`config.mk`:
```
export PLATFORM = sky130hd
export DESIGN_NAME = ic_bank_req_buffer_flat
export DESIGN_NICKNAME = d
export VERILOG_FILES = /design/src/rtl/ic_bank_req_buffer_if.sv /design/src/rtl/ic_bank_req_buffer.sv /design/src/flat_wrapper.sv
export SDC_FILE = /design/constraint.sdc
export NUM_CORES = 1
export LEC_CHECK = 0
export ABC_AREA = 0
export ABC_CLOCK_PERIOD_IN_PS = 2200
export BUFFER_PORTS_ARGS = -buffer_cell sky130_fd_sc_hd__buf_4
export CORE_ASPECT_RATIO = 1.4
export CORE_MARGIN = 4
export CORE_UTILIZATION = 37
export DETAILED_ROUTE_END_ITERATION = 8
export PLACE_DENSITY_LB_ADDON = 0.12
export SETUP_SLACK_MARGIN = 0.3
export SLEW_MARGIN = 0
export SYNTH_ARGS = -nofsm -noshare
export SYNTH_HDL_FRONTEND = slang
export SYNTH_SLANG_ARGS = --single-unit
```
`constraint.sdc`:
```
create_clock -name clk -period 2.2 [get_ports clk]
set_input_delay 0.22 -clock clk [delete_from_list [all_inputs] [get_ports clk]]
set_output_delay 0.22 -clock clk [all_outputs]
set_load 0.05 [all_outputs]
```
`src/rtl/ic_bank_req_buffer_if.sv`:
```
// Request bus between the I-cache arbitration tree, the bank request buffer and one cache bank.
// Carries the upstream req/gnt handshake and the downstream bank req/gnt/r_valid signals.
// The slave modport is the buffer's view. The master modport is the driver and monitor view.
interface ic_bank_req_buffer_if #(
  parameter int ADDR_WIDTH = 32,
  parameter int ID_WIDTH   = 20
);

  // upstream side (arbitration tree -> buffer)
  logic                  data_req_i;
  logic [ADDR_WIDTH-1:0] data_add_i;
  logic [ID_WIDTH-1:0]   data_ID_i;
  logic                  data_gnt_o;

  // downstream side (buffer -> cache bank)
  logic                  data_req_o;
  logic [ADDR_WIDTH-1:0] data_add_o;
  logic [ID_WIDTH-1:0]   data_ID_o;
  logic                  data_gnt_i;
  logic                  data_r_valid_i;

  modport slave (
    input  data_req_i,
    input  data_add_i,
    input  data_ID_i,
    output data_gnt_o,
    output data_req_o,
    output data_add_o,
    output data_ID_o,
    input  data_gnt_i,
    input  data_r_valid_i
  );

  modport master (
    output data_req_i,
    output data_add_i,
    output data_ID_i,
    input  data_gnt_o,
    input  data_req_o,
    input  data_add_o,
    input  data_ID_o,
    output data_gnt_i,
    output data_r_valid_i
  );

endinterface

```
`src/rtl/ic_bank_req_buffer.sv`:
```
// Elastic in-order request buffer between the I-cache arbitration tree and one cache bank.
// Latency: 1 cycle from an accepted push to data_req_o. There is no bypass path.
// Backpressure: data_gnt_o = FIFO not full, from local state only. data_req_o is held off at MAX_OUTSTANDING.
module ic_bank_req_buffer #(
  parameter int ADDR_WIDTH      = 32,
  parameter int ID_WIDTH        = 20,
  parameter int DEPTH           = 2,
  parameter int MAX_OUTSTANDING = 4
) (
  input  logic                                   clk,
  input  logic                                   rst_n,
  ic_bank_req_buffer_if.slave                    bus,
  output logic                                   empty_o,
  output logic [$clog2(MAX_OUTSTANDING+1)-1:0]   outstanding_o,
  output logic                                   err_o
);

  localparam int PTR_W = $clog2(DEPTH);
  localparam int CNT_W = PTR_W + 1;
  localparam int OUT_W = $clog2(MAX_OUTSTANDING + 1);

  localparam logic [CNT_W-1:0] CNT_FULL = CNT_W'(DEPTH);
  localparam logic [OUT_W-1:0] OUT_MAX  = OUT_W'(MAX_OUTSTANDING);

  // one buffered request: address and requester ID, both passed through untouched
  typedef struct packed {
    logic [ADDR_WIDTH-1:0] add;
    logic [ID_WIDTH-1:0]   id;
  } entry_t;

  entry_t            mem [DEPTH];
  logic [PTR_W-1:0]  wr_ptr;
  logic [PTR_W-1:0]  rd_ptr;
  logic [CNT_W-1:0]  count;
  logic [OUT_W-1:0]  outstanding;
  logic              err;

  logic              gnt_up;
  logic              req_dn;
  logic              push;
  logic              pop;
  entry_t            wr_entry;
  entry_t            head;

  // The upstream grant reflects only registered occupancy. This breaks the
  // combinational path from the bank grant back into the arbitration tree.
  assign gnt_up = (count != CNT_FULL);

  // Issue only with a buffered entry and room under the outstanding cap.
  assign req_dn = (count != '0) && (outstanding < OUT_MAX);

  assign push = bus.data_req_i && gnt_up;
  assign pop  = req_dn && bus.data_gnt_i;

  assign wr_entry.add = bus.data_add_i;
  assign wr_entry.id  = bus.data_ID_i;
  assign head         = mem[rd_ptr];

  assign bus.data_gnt_o = gnt_up;
  assign bus.data_req_o = req_dn;
  assign bus.data_add_o = head.add;
  assign bus.data_ID_o  = head.id;

  assign empty_o       = (count == '0);
  assign outstanding_o = outstanding;
  assign err_o         = err;

  // Entry storage. It is cleared on reset so the head outputs read as zero while idle after reset.
  always_ff @(posedge clk or negedge rst_n) begin
    if (!rst_n) begin
      for (int i = 0; i < DEPTH; i++) begin
        mem[i] <= '0;
      end
    end else if (push) begin
      mem[wr_ptr] <= wr_entry;
    end
  end

  // Write and read pointers wrap naturally because DEPTH is a power of two.
  always_ff @(posedge clk or negedge rst_n) begin
    if (!rst_n) begin
      wr_ptr <= '0;
      rd_ptr <= '0;
    end else begin
      if (push) wr_ptr <= wr_ptr + 1'b1;
      if (pop)  rd_ptr <= rd_ptr + 1'b1;
    end
  end

  // Occupancy. A simultaneous push and pop leaves it unchanged at every fill level.
  always_ff @(posedge clk or negedge rst_n) begin
    if (!rst_n) begin
      count <= '0;
    end else begin
      case ({push, pop})
        2'b10:   count <= count + 1'b1;
        2'b01:   count <= count - 1'b1;
        default: count <= count;
      endcase
    end
  end

  // Outstanding bank requests. A stray response saturates at zero and latches the error flag.
  always_ff @(posedge clk or negedge rst_n) begin
    if (!rst_n) begin
      outstanding <= '0;
      err         <= 1'b0;
    end else begin
      case ({pop, bus.data_r_valid_i})
        2'b10: outstanding <= outstanding + 1'b1;
        2'b01: begin
          if (outstanding == '0) begin
            err <= 1'b1;
          end else begin
            outstanding <= outstanding - 1'b1;
          end
        end
        default: outstanding <= outstanding;
      endcase
    end
  end

endmodule

```
`src/flat_wrapper.sv`:
```
// flat-port wrapper written by rule: the top's interface ports become plain ports
module ic_bank_req_buffer_flat 
#(
  parameter int ADDR_WIDTH      = 32,
  parameter int ID_WIDTH        = 20,
  parameter int DEPTH           = 2,
  parameter int MAX_OUTSTANDING = 4
)
  (clk, rst_n, empty_o, outstanding_o, err_o, bus_data_req_i, bus_data_add_i, bus_data_ID_i, bus_data_gnt_o, bus_data_req_o, bus_data_add_o, bus_data_ID_o, bus_data_gnt_i, bus_data_r_valid_i);
  ic_bank_req_buffer_if #(.ADDR_WIDTH(ADDR_WIDTH), .ID_WIDTH(ID_WIDTH)) bus_i ();
  input  logic clk;
  input  logic rst_n;
  output logic empty_o;
  output logic [$clog2(MAX_OUTSTANDING+1)-1:0] outstanding_o;
  output logic err_o;
  input wire logic [$bits(bus_i.data_req_i)-1:0] bus_data_req_i;
  input wire logic [$bits(bus_i.data_add_i)-1:0] bus_data_add_i;
  input wire logic [$bits(bus_i.data_ID_i)-1:0] bus_data_ID_i;
  output wire logic [$bits(bus_i.data_gnt_o)-1:0] bus_data_gnt_o;
  output wire logic [$bits(bus_i.data_req_o)-1:0] bus_data_req_o;
  output wire logic [$bits(bus_i.data_add_o)-1:0] bus_data_add_o;
  output wire logic [$bits(bus_i.data_ID_o)-1:0] bus_data_ID_o;
  input wire logic [$bits(bus_i.data_gnt_i)-1:0] bus_data_gnt_i;
  input wire logic [$bits(bus_i.data_r_valid_i)-1:0] bus_data_r_valid_i;
  assign bus_i.data_req_i = bus_data_req_i;
  assign bus_i.data_add_i = bus_data_add_i;
  assign bus_i.data_ID_i = bus_data_ID_i;
  assign bus_data_gnt_o = bus_i.data_gnt_o;
  assign bus_data_req_o = bus_i.data_req_o;
  assign bus_data_add_o = bus_i.data_add_o;
  assign bus_data_ID_o = bus_i.data_ID_o;
  assign bus_i.data_gnt_i = bus_data_gnt_i;
  assign bus_i.data_r_valid_i = bus_data_r_valid_i;
  ic_bank_req_buffer #(.ADDR_WIDTH(ADDR_WIDTH), .ID_WIDTH(ID_WIDTH), .DEPTH(DEPTH), .MAX_OUTSTANDING(MAX_OUTSTANDING)) u_core (.clk(clk), .rst_n(rst_n), .bus(bus_i), .empty_o(empty_o), .outstanding_o(outstanding_o), .err_o(err_o));
endmodule
```
==> results.md, run 1 <==
- Port Buf Inserts: 115
- Core area: ~14000 um2
- Clock slew at reported path FFs: roughly 70 ps
- Final period utilization: 82.7%
- Seq/Total Area, Yosys: 53.6%
- Top cells by area, synth: dfrtp_1, mux2_2, mux2_4
- CTS Sinks: 112
- ANT cells: 0
- Cell accounting for the most synthesized area: dfrtp_1
- Layout cells sized above 1: 66.2%
- Hold Startpoint: bus_data_ID_i[14]
- Number of nets in the layout: 504
- H-tree lvl count: 3
- CP Launch Type: flop
- Initial antenna violation count: 0
- CTS root buf: clkbuf_16
- Vias in the first global route: 3413
- MaxCap Viol Count: 0
- Adder-cell share of the synthesized area: 0.478%
- Worst path required time: 1980 ps
- Hpwl dp: approximately 7.3 mm
- Flop2flop setup slack: 410 ps
- RSZ-0062 raised after global routing: false
- Final Hold Fails: 0
- Xor/xnor share of the synthesized area: 1.00%
- Via count: 3030
- Syn Area/Cell: about 16 um2
- Final core utilization: 47.7%
- Setup TNS: 0 ps
- Final Wtd Congestion: 0.720
- Met2 wire len: 5.36 mm
- RR Endpoint: u_core.outstanding_o[1]$_DFFE_PN0P_
- Critical path's slowest cell: mux2_2
- Hold endpoint: u_core.mem[14]$_DFFE_PN0P_
- Worst path cell trace: buf_6 -> mux2_2 -> buf_4
- First-pass GRT wire length: 17.7 mm
- Die area: around 16000 um2
- Die Span Y: about 150 um
- CP Class: reg -> out
- Filler Cell Count: 1279
- Yosys warns: 0
- Slew margin rel.: 70.0%
- Initial core utilization: 37.6%
- Post-synth ARST share: 100%
- Max Fclk: 550 MHz
- Mapped Cells: 327
- Grt ovf: 0
- 1st-iter DRT viols: 97
- Total GRT Usage: 14.1%
- Count leader, synth: dfrtp_1
- Post-Route WL: 10.8 mm
- Synth Register Bits: 112
- Delay-heaviest family, CP: buffers and inverters
- Met1 Wirelength: 4.58 mm
- Hold_ws: 106 ps
- HP Class: in -> reg
- Post-synth EDFFs: 0
- Die W: 108 um
- TritonRoute pass-1 iters: 4
- Cts bufs inserted: 9
- Max Root-Sink Buffers: 2
- Final ANT Viol Nets: 0
- Status: complete, no violations
- Worst Clk Skew: 9.96 ps
- Buf/Inv on CP: 2
- Worst path max stage delay: between 300 and 400 ps
- Highest Signal Layer: met4
- Max Slew Vio Count: 0
- P&R area growth vs syn: 26.7%
- Crit. End Element: primary output
- Yosys cell types: 32
- Mapped Nets: 386
- Worst skew pair latency: between 300 and 400 ps
- Mapped Area: between 5000 and 6000 um2
- # IOs: around 120
- Largest family of logic cells by synthesized area: multiplexers
- Post-synth top flop: dfrtp_1
- Worst hold path cell count: 2
- CP arrival: roughly 1600 ps
- Post-synthesis mux area share: between 30% and 40%
- Final Critical Period: 1820 ps
- CTS tree: built
- Complex-gate fraction of the synthesized area: 1.91%
- Vias per cell: 4.77
- Crit Path Max Fanout: 29
- Largest net degree at the start of global routing: 37
- Synth top area share: 53.6%
- Row count: 51
- Remaining DRCs: 0
- Post-CTS setup buffer count: 0
- Slew @ Worst Pin: 450 ps
- Synth Area in Simple Gates: 1.79%
- Count of final setup violators: 0
- Wirelength per Cell: 16.9 um
- Met3 WL post-DR: 645 um
- R2R depth: 7
- R2r startpoint: u_core.count[1]$_DFFE_PN0P_
- Post-synth top cells: dfrtp_1, mux2_2, mux2_4, buf_2
worst max path at each step:
stage                                                   start                                  end  slack, ps  cells past startpoint
after floorplan           u_core.outstanding_o[2]$_DFFE_PN0P_  u_core.outstanding_o[1]$_DFFE_PN0P_        320                      8
after global placement            u_core.count[1]$_DFFE_PN0P_  u_core.outstanding_o[1]$_DFFE_PN0P_        460                      7
after detailed placement          u_core.count[0]$_DFFE_PN0P_           u_core.mem[69]$_DFFE_PN0P_        420                      4
after CTS                           u_core.rd_ptr$_DFFE_PN0P_                    bus_data_ID_o[18]        300                      3
after global routing              u_core.count[1]$_DFFE_PN0P_  u_core.outstanding_o[1]$_DFFE_PN0P_        310                      7
final                               u_core.rd_ptr$_DFFE_PN0P_                   bus_data_add_o[26]        380                      3
through the flow:
step / instance area (um2) / setup WS, ps / cells
2_1_floorplan: 5250 / 318 / 327
3_3_place_gp: 6280 / 463 / 618
3_5_place_dp: 6280 / 424 / 618
4_1_cts: 6630 / 302 / 635
5_1_grt: 6630 / 309 / 635
6_report: 6630 / 381 / 635
placed cells by master (no fill, tap or decap), types with 2 or more instances in the layout:
| cell type | n |
|---|---|
| buf_12 | 4 |
| buf_4 | 120 |
| buf_6 | 2 |
| bufinv_16 | 2 |
| clkbuf_16 | 9 |
| clkbuf_8 | 2 |
| dfrtp_1 | 110 |
| dfrtp_2 | 2 |
| ha_1 | 2 |
| inv_1 | 4 |
| mux2_1 | 6 |
| mux2_2 | 100 |
| mux2_4 | 50 |
| nand2_1 | 2 |
| nor2_1 | 4 |
| o21ai_0 | 3 |
| xnor2_1 | 5 |
per-layer routing:
metal	up-vias	track usage [%]
met5	-	0
met4	0	4.86
met3	10	4.30
met2	70	23.1
met1	1550	17.5
li1	1400	-
final cells by class:
type	instances	area [um2]	area share (%)
Tap cell	185	231	3.49
Sequential cell	112	2810	42.3
Timing Repair Buffer	127	1010	15.3
Clock buffer	12	256	3.87
Multi-Input combinational cell	191	2230	33.7
Inverter	4	15.0	0.226
Clock inverter	4	76.3	1.15
sequential cells by signal, indices dropped and copies added (netlist names):
| name | flops |
|---|---|
| u_core.count | 2 |
| u_core.outstanding_o | 3 |
| u_core.rd_ptr | 1 |
| u_core.mem | 104 |
| u_core.wr_ptr | 1 |
| u_core.err_o | 1 |
logic make-up (layout without fill, tap and decap cells):
family | Yosys count | in the layout
xor+xnor | 6 | 6
flops | 112 | 112
buf+inv | 24 | 147
compound gates | 13 | 13
fa+ha+maj | 2 | 2
mux | 157 | 157
simple gates | 13 | 13
timing repair:
item | 4_1_cts | 5_1_grt
hold endpoints to repair | 31 | 0
pin swaps | 0 | 0
hold buffers | 1 | 0
gates resized for setup | 1 | 1
endpoints found under the setup margin | 28 | 19
Power of run 1 is left out: the tool's default activity adds up to more than one toggle a clock period on the data nets, which glitch-free logic cannot reach.
==> inputs of run 2 (changes only) <==
--- a/config.mk
+++ b/config.mk
@@ -6,7 +6,7 @@
 export NUM_CORES = 1
 export LEC_CHECK = 0
 export ABC_AREA = 0
-export ABC_CLOCK_PERIOD_IN_PS = 2200
+export ABC_CLOCK_PERIOD_IN_PS = 1900
 export BUFFER_PORTS_ARGS = -buffer_cell sky130_fd_sc_hd__buf_4
 export CORE_ASPECT_RATIO = 1.4
 export CORE_MARGIN = 4
==> constraint.sdc (replaced) <==
create_clock -name clk -period 1.9 [get_ports clk]
set_input_delay 0.19 -clock clk [delete_from_list [all_inputs] [get_ports clk]]
set_output_delay 0.19 -clock clk [all_outputs]
set_load 0.05 [all_outputs]
==> results.md, run 2 (synthesized netlist as in run 1, its figures left out) <==
- Max Slew Vio Count: 0 (unchanged)
- HP Class: in -> reg (unchanged)
- CP Class: reg -> out (unchanged)
- Count of final setup violators: 0 (unchanged)
- Status: complete, no violations (unchanged)
- Post-Route WL: 11.8 mm (was 10.8 mm)
- Crit Path Max Fanout: 27 (was 29)
- CP Launch Type: flop (unchanged)
- # IOs: 116 (unchanged)
- Via count: 3141 (was 3030)
- Largest net degree at the start of global routing: 45 (was 37)
- Max Root-Sink Buffers: 2 (unchanged)
- RR Endpoint: u_core.outstanding_o[1]$_DFFE_PN0P_ (unchanged)
- Die area: 16100 um2 (unchanged)
- R2r startpoint: u_core.count[0]$_DFFE_PN0P_ (was u_core.count[1]$_DFFE_PN0P_)
- Hpwl dp: 7.40 mm (was 7.28 mm)
- H-tree lvl count: 3 (unchanged)
- Row count: 51 (unchanged)
- Final ANT Viol Nets: 0 (unchanged)
- Grt ovf: 0 (unchanged)
- Most common cell after layout, fill and taps aside: buf_4 (unchanged)
- Worst Setup SP: u_core.rd_ptr$_DFFE_PN0P_ (unchanged)
- Flop2flop setup slack: 240 ps (was 410 ps)
- First-pass GRT wire length: 18.6 mm (was 17.7 mm)
- Multi-input logic area: 2270 um2 (was 2230 um2)
- Worst path required time: 1710 ps (was 1980 ps)
- Vias in the first global route: 3561 (was 3413)
- R2R depth: 7 (unchanged)
- Worst skew pair latency: 340 ps (about the same)
- Slew @ Worst Pin: 310 ps (was 450 ps)
- Final Critical Period: approximately 1700 ps
- Final Wtd Congestion: 0.728 (was 0.720)
- Clock slew at reported path FFs: 70 ps (about the same)
- Initial core utilization: 37.6% (unchanged)
- RSZ-0062 raised after global routing: true (was false)
- 1st-iter DRT viols: 55 (was 97)
- Setup TNS: 0 ps (unchanged)
- Core area: 13900 um2 (unchanged)
- Final period utilization: 91.1%
- Max Fclk: 578 MHz
- Cts bufs inserted: 9 (unchanged)
- Filler Cell Count: 1234 (was 1279)
- Die Span Y: 149 um (unchanged)
- Register area: 2810 um2 (about the same)
- CP arrival: 1540 ps (was 1600 ps)
- Layout cells sized above 1: 69.5% (was 66.2%)
- Initial antenna violation count: 0 (unchanged)
- Remaining DRCs: 0 (unchanged)
- Port Buf Inserts: 115 (unchanged)
- Slew margin rel.: 78.8% (was 70.0%)
- TritonRoute pass-1 iters: 3 (was 4)
- Final Hold Fails: 0 (unchanged)
- CTS tree: built (unchanged)
- Die W: 108 um (unchanged)
- Total GRT Usage: 15.0% (was 14.1%)
- Wirelength per Cell: 18.1 um (was 16.9 um)
- MaxCap Viol Count: 0 (unchanged)
- Reg with most FFs: u_core.mem (unchanged)
- P&R area growth vs syn: 33.2% (was 26.7%)
- Crit. End Element: primary output (unchanged)
- CP endpoint: bus_data_add_o[21] (was bus_data_add_o[26])
- CTS Sinks: 112 (unchanged)
- ANT cells: 0 (unchanged)
- CTS root buf: clkbuf_16 (unchanged)
- Commonest non-fill, non-tap cells in the layout: buf_4, dfrtp_1, mux2_2 (unchanged)
- Number of nets in the layout: 523 (was 504)
- Worst Clk Skew: 6.73 ps (was 9.96 ps)
- Max reg flops: 104 (unchanged)
- Vias per cell: 4.80 (was 4.77)
run 2: cell types whose count changed in the layout (fill, tap and decap cells not counted), sizes merged:
cell	change
clkinv	+2
clkbuf	+1
inv	+1
bufinv	-2
buf	+17
run 2: worst min-delay path by stage:
stage               cells after the start               from  slack (ps)                           to
detailed placement                      1              rst_n          90   u_core.mem[58]$_DFFE_PN0P_
global route                            2  bus_data_ID_i[14]          50   u_core.mem[14]$_DFFE_PN0P_
floorplan                               0              rst_n        -110  u_core.count[0]$_DFFE_PN0P_
finish                                  2  bus_data_ID_i[14]          70   u_core.mem[14]$_DFFE_PN0P_
global placement                        1              rst_n          90    u_core.mem[6]$_DFFE_PN0P_
CTS                                     2  bus_data_ID_i[14]          50   u_core.mem[14]$_DFFE_PN0P_
run 2: repair_timing:
item                       CTS  global route
pin swaps                    1             6
setup endpoints to repair   85           112
cloned                       4             2
resized for setup            6             8
hold buffers                 1             0
buffers inserted            10             5
hold endpoints to repair    18             0
run 2: layout make-up:
class | count | share of cell area (%)
clock buffer | 11 | 3.63
clock inverter | 5 | 0.557
inverter | 4 | 0.216
multi-input combinational | 191 | 32.6
sequential | 112 | 40.3
tap | 185 | 3.32
timing repair buffer | 146 | 19.4
run 2: per-layer routing:
| layer | GRT usage [%] | part of all wire (%) | up-vias |
|---|---|---|---|
| li1 | - | - | 1447 |
| met1 | 17.9 | 40 | 1612 |
| met2 | 26.1 | 53 | 71 |
| met3 | 3.65 | 5.2 | 11 |
| met4 | 4.86 | 1.4 | 0 |
| met5 | 0 | 0 | - |
run 2: per-stage QoR:
step | instances | hold WS (ps) | utilization [%] | setup slack (ps) | cell area (um2)
after global placement | 616 | 90.0 | 45.4 | 241 | 6310
after floorplan | 327 | -106 | - | 71.1 | 5270
after CTS | 647 | 53.6 | 49.3 | 148 | 6860
after global routing | 654 | 51.3 | 50.1 | 119 | 6970
final | 654 | 68.9 | 50.1 | 170 | 6970
after detailed placement | 616 | 90.1 | 45.4 | 186 | 6310
run 2: critical path: stages, from the launching register on:
cell     delay (ps)
dfrtp_2         410
buf_12          220
mux2_2          370
buf_4           190
Power of run 2 is left out for the same reason.
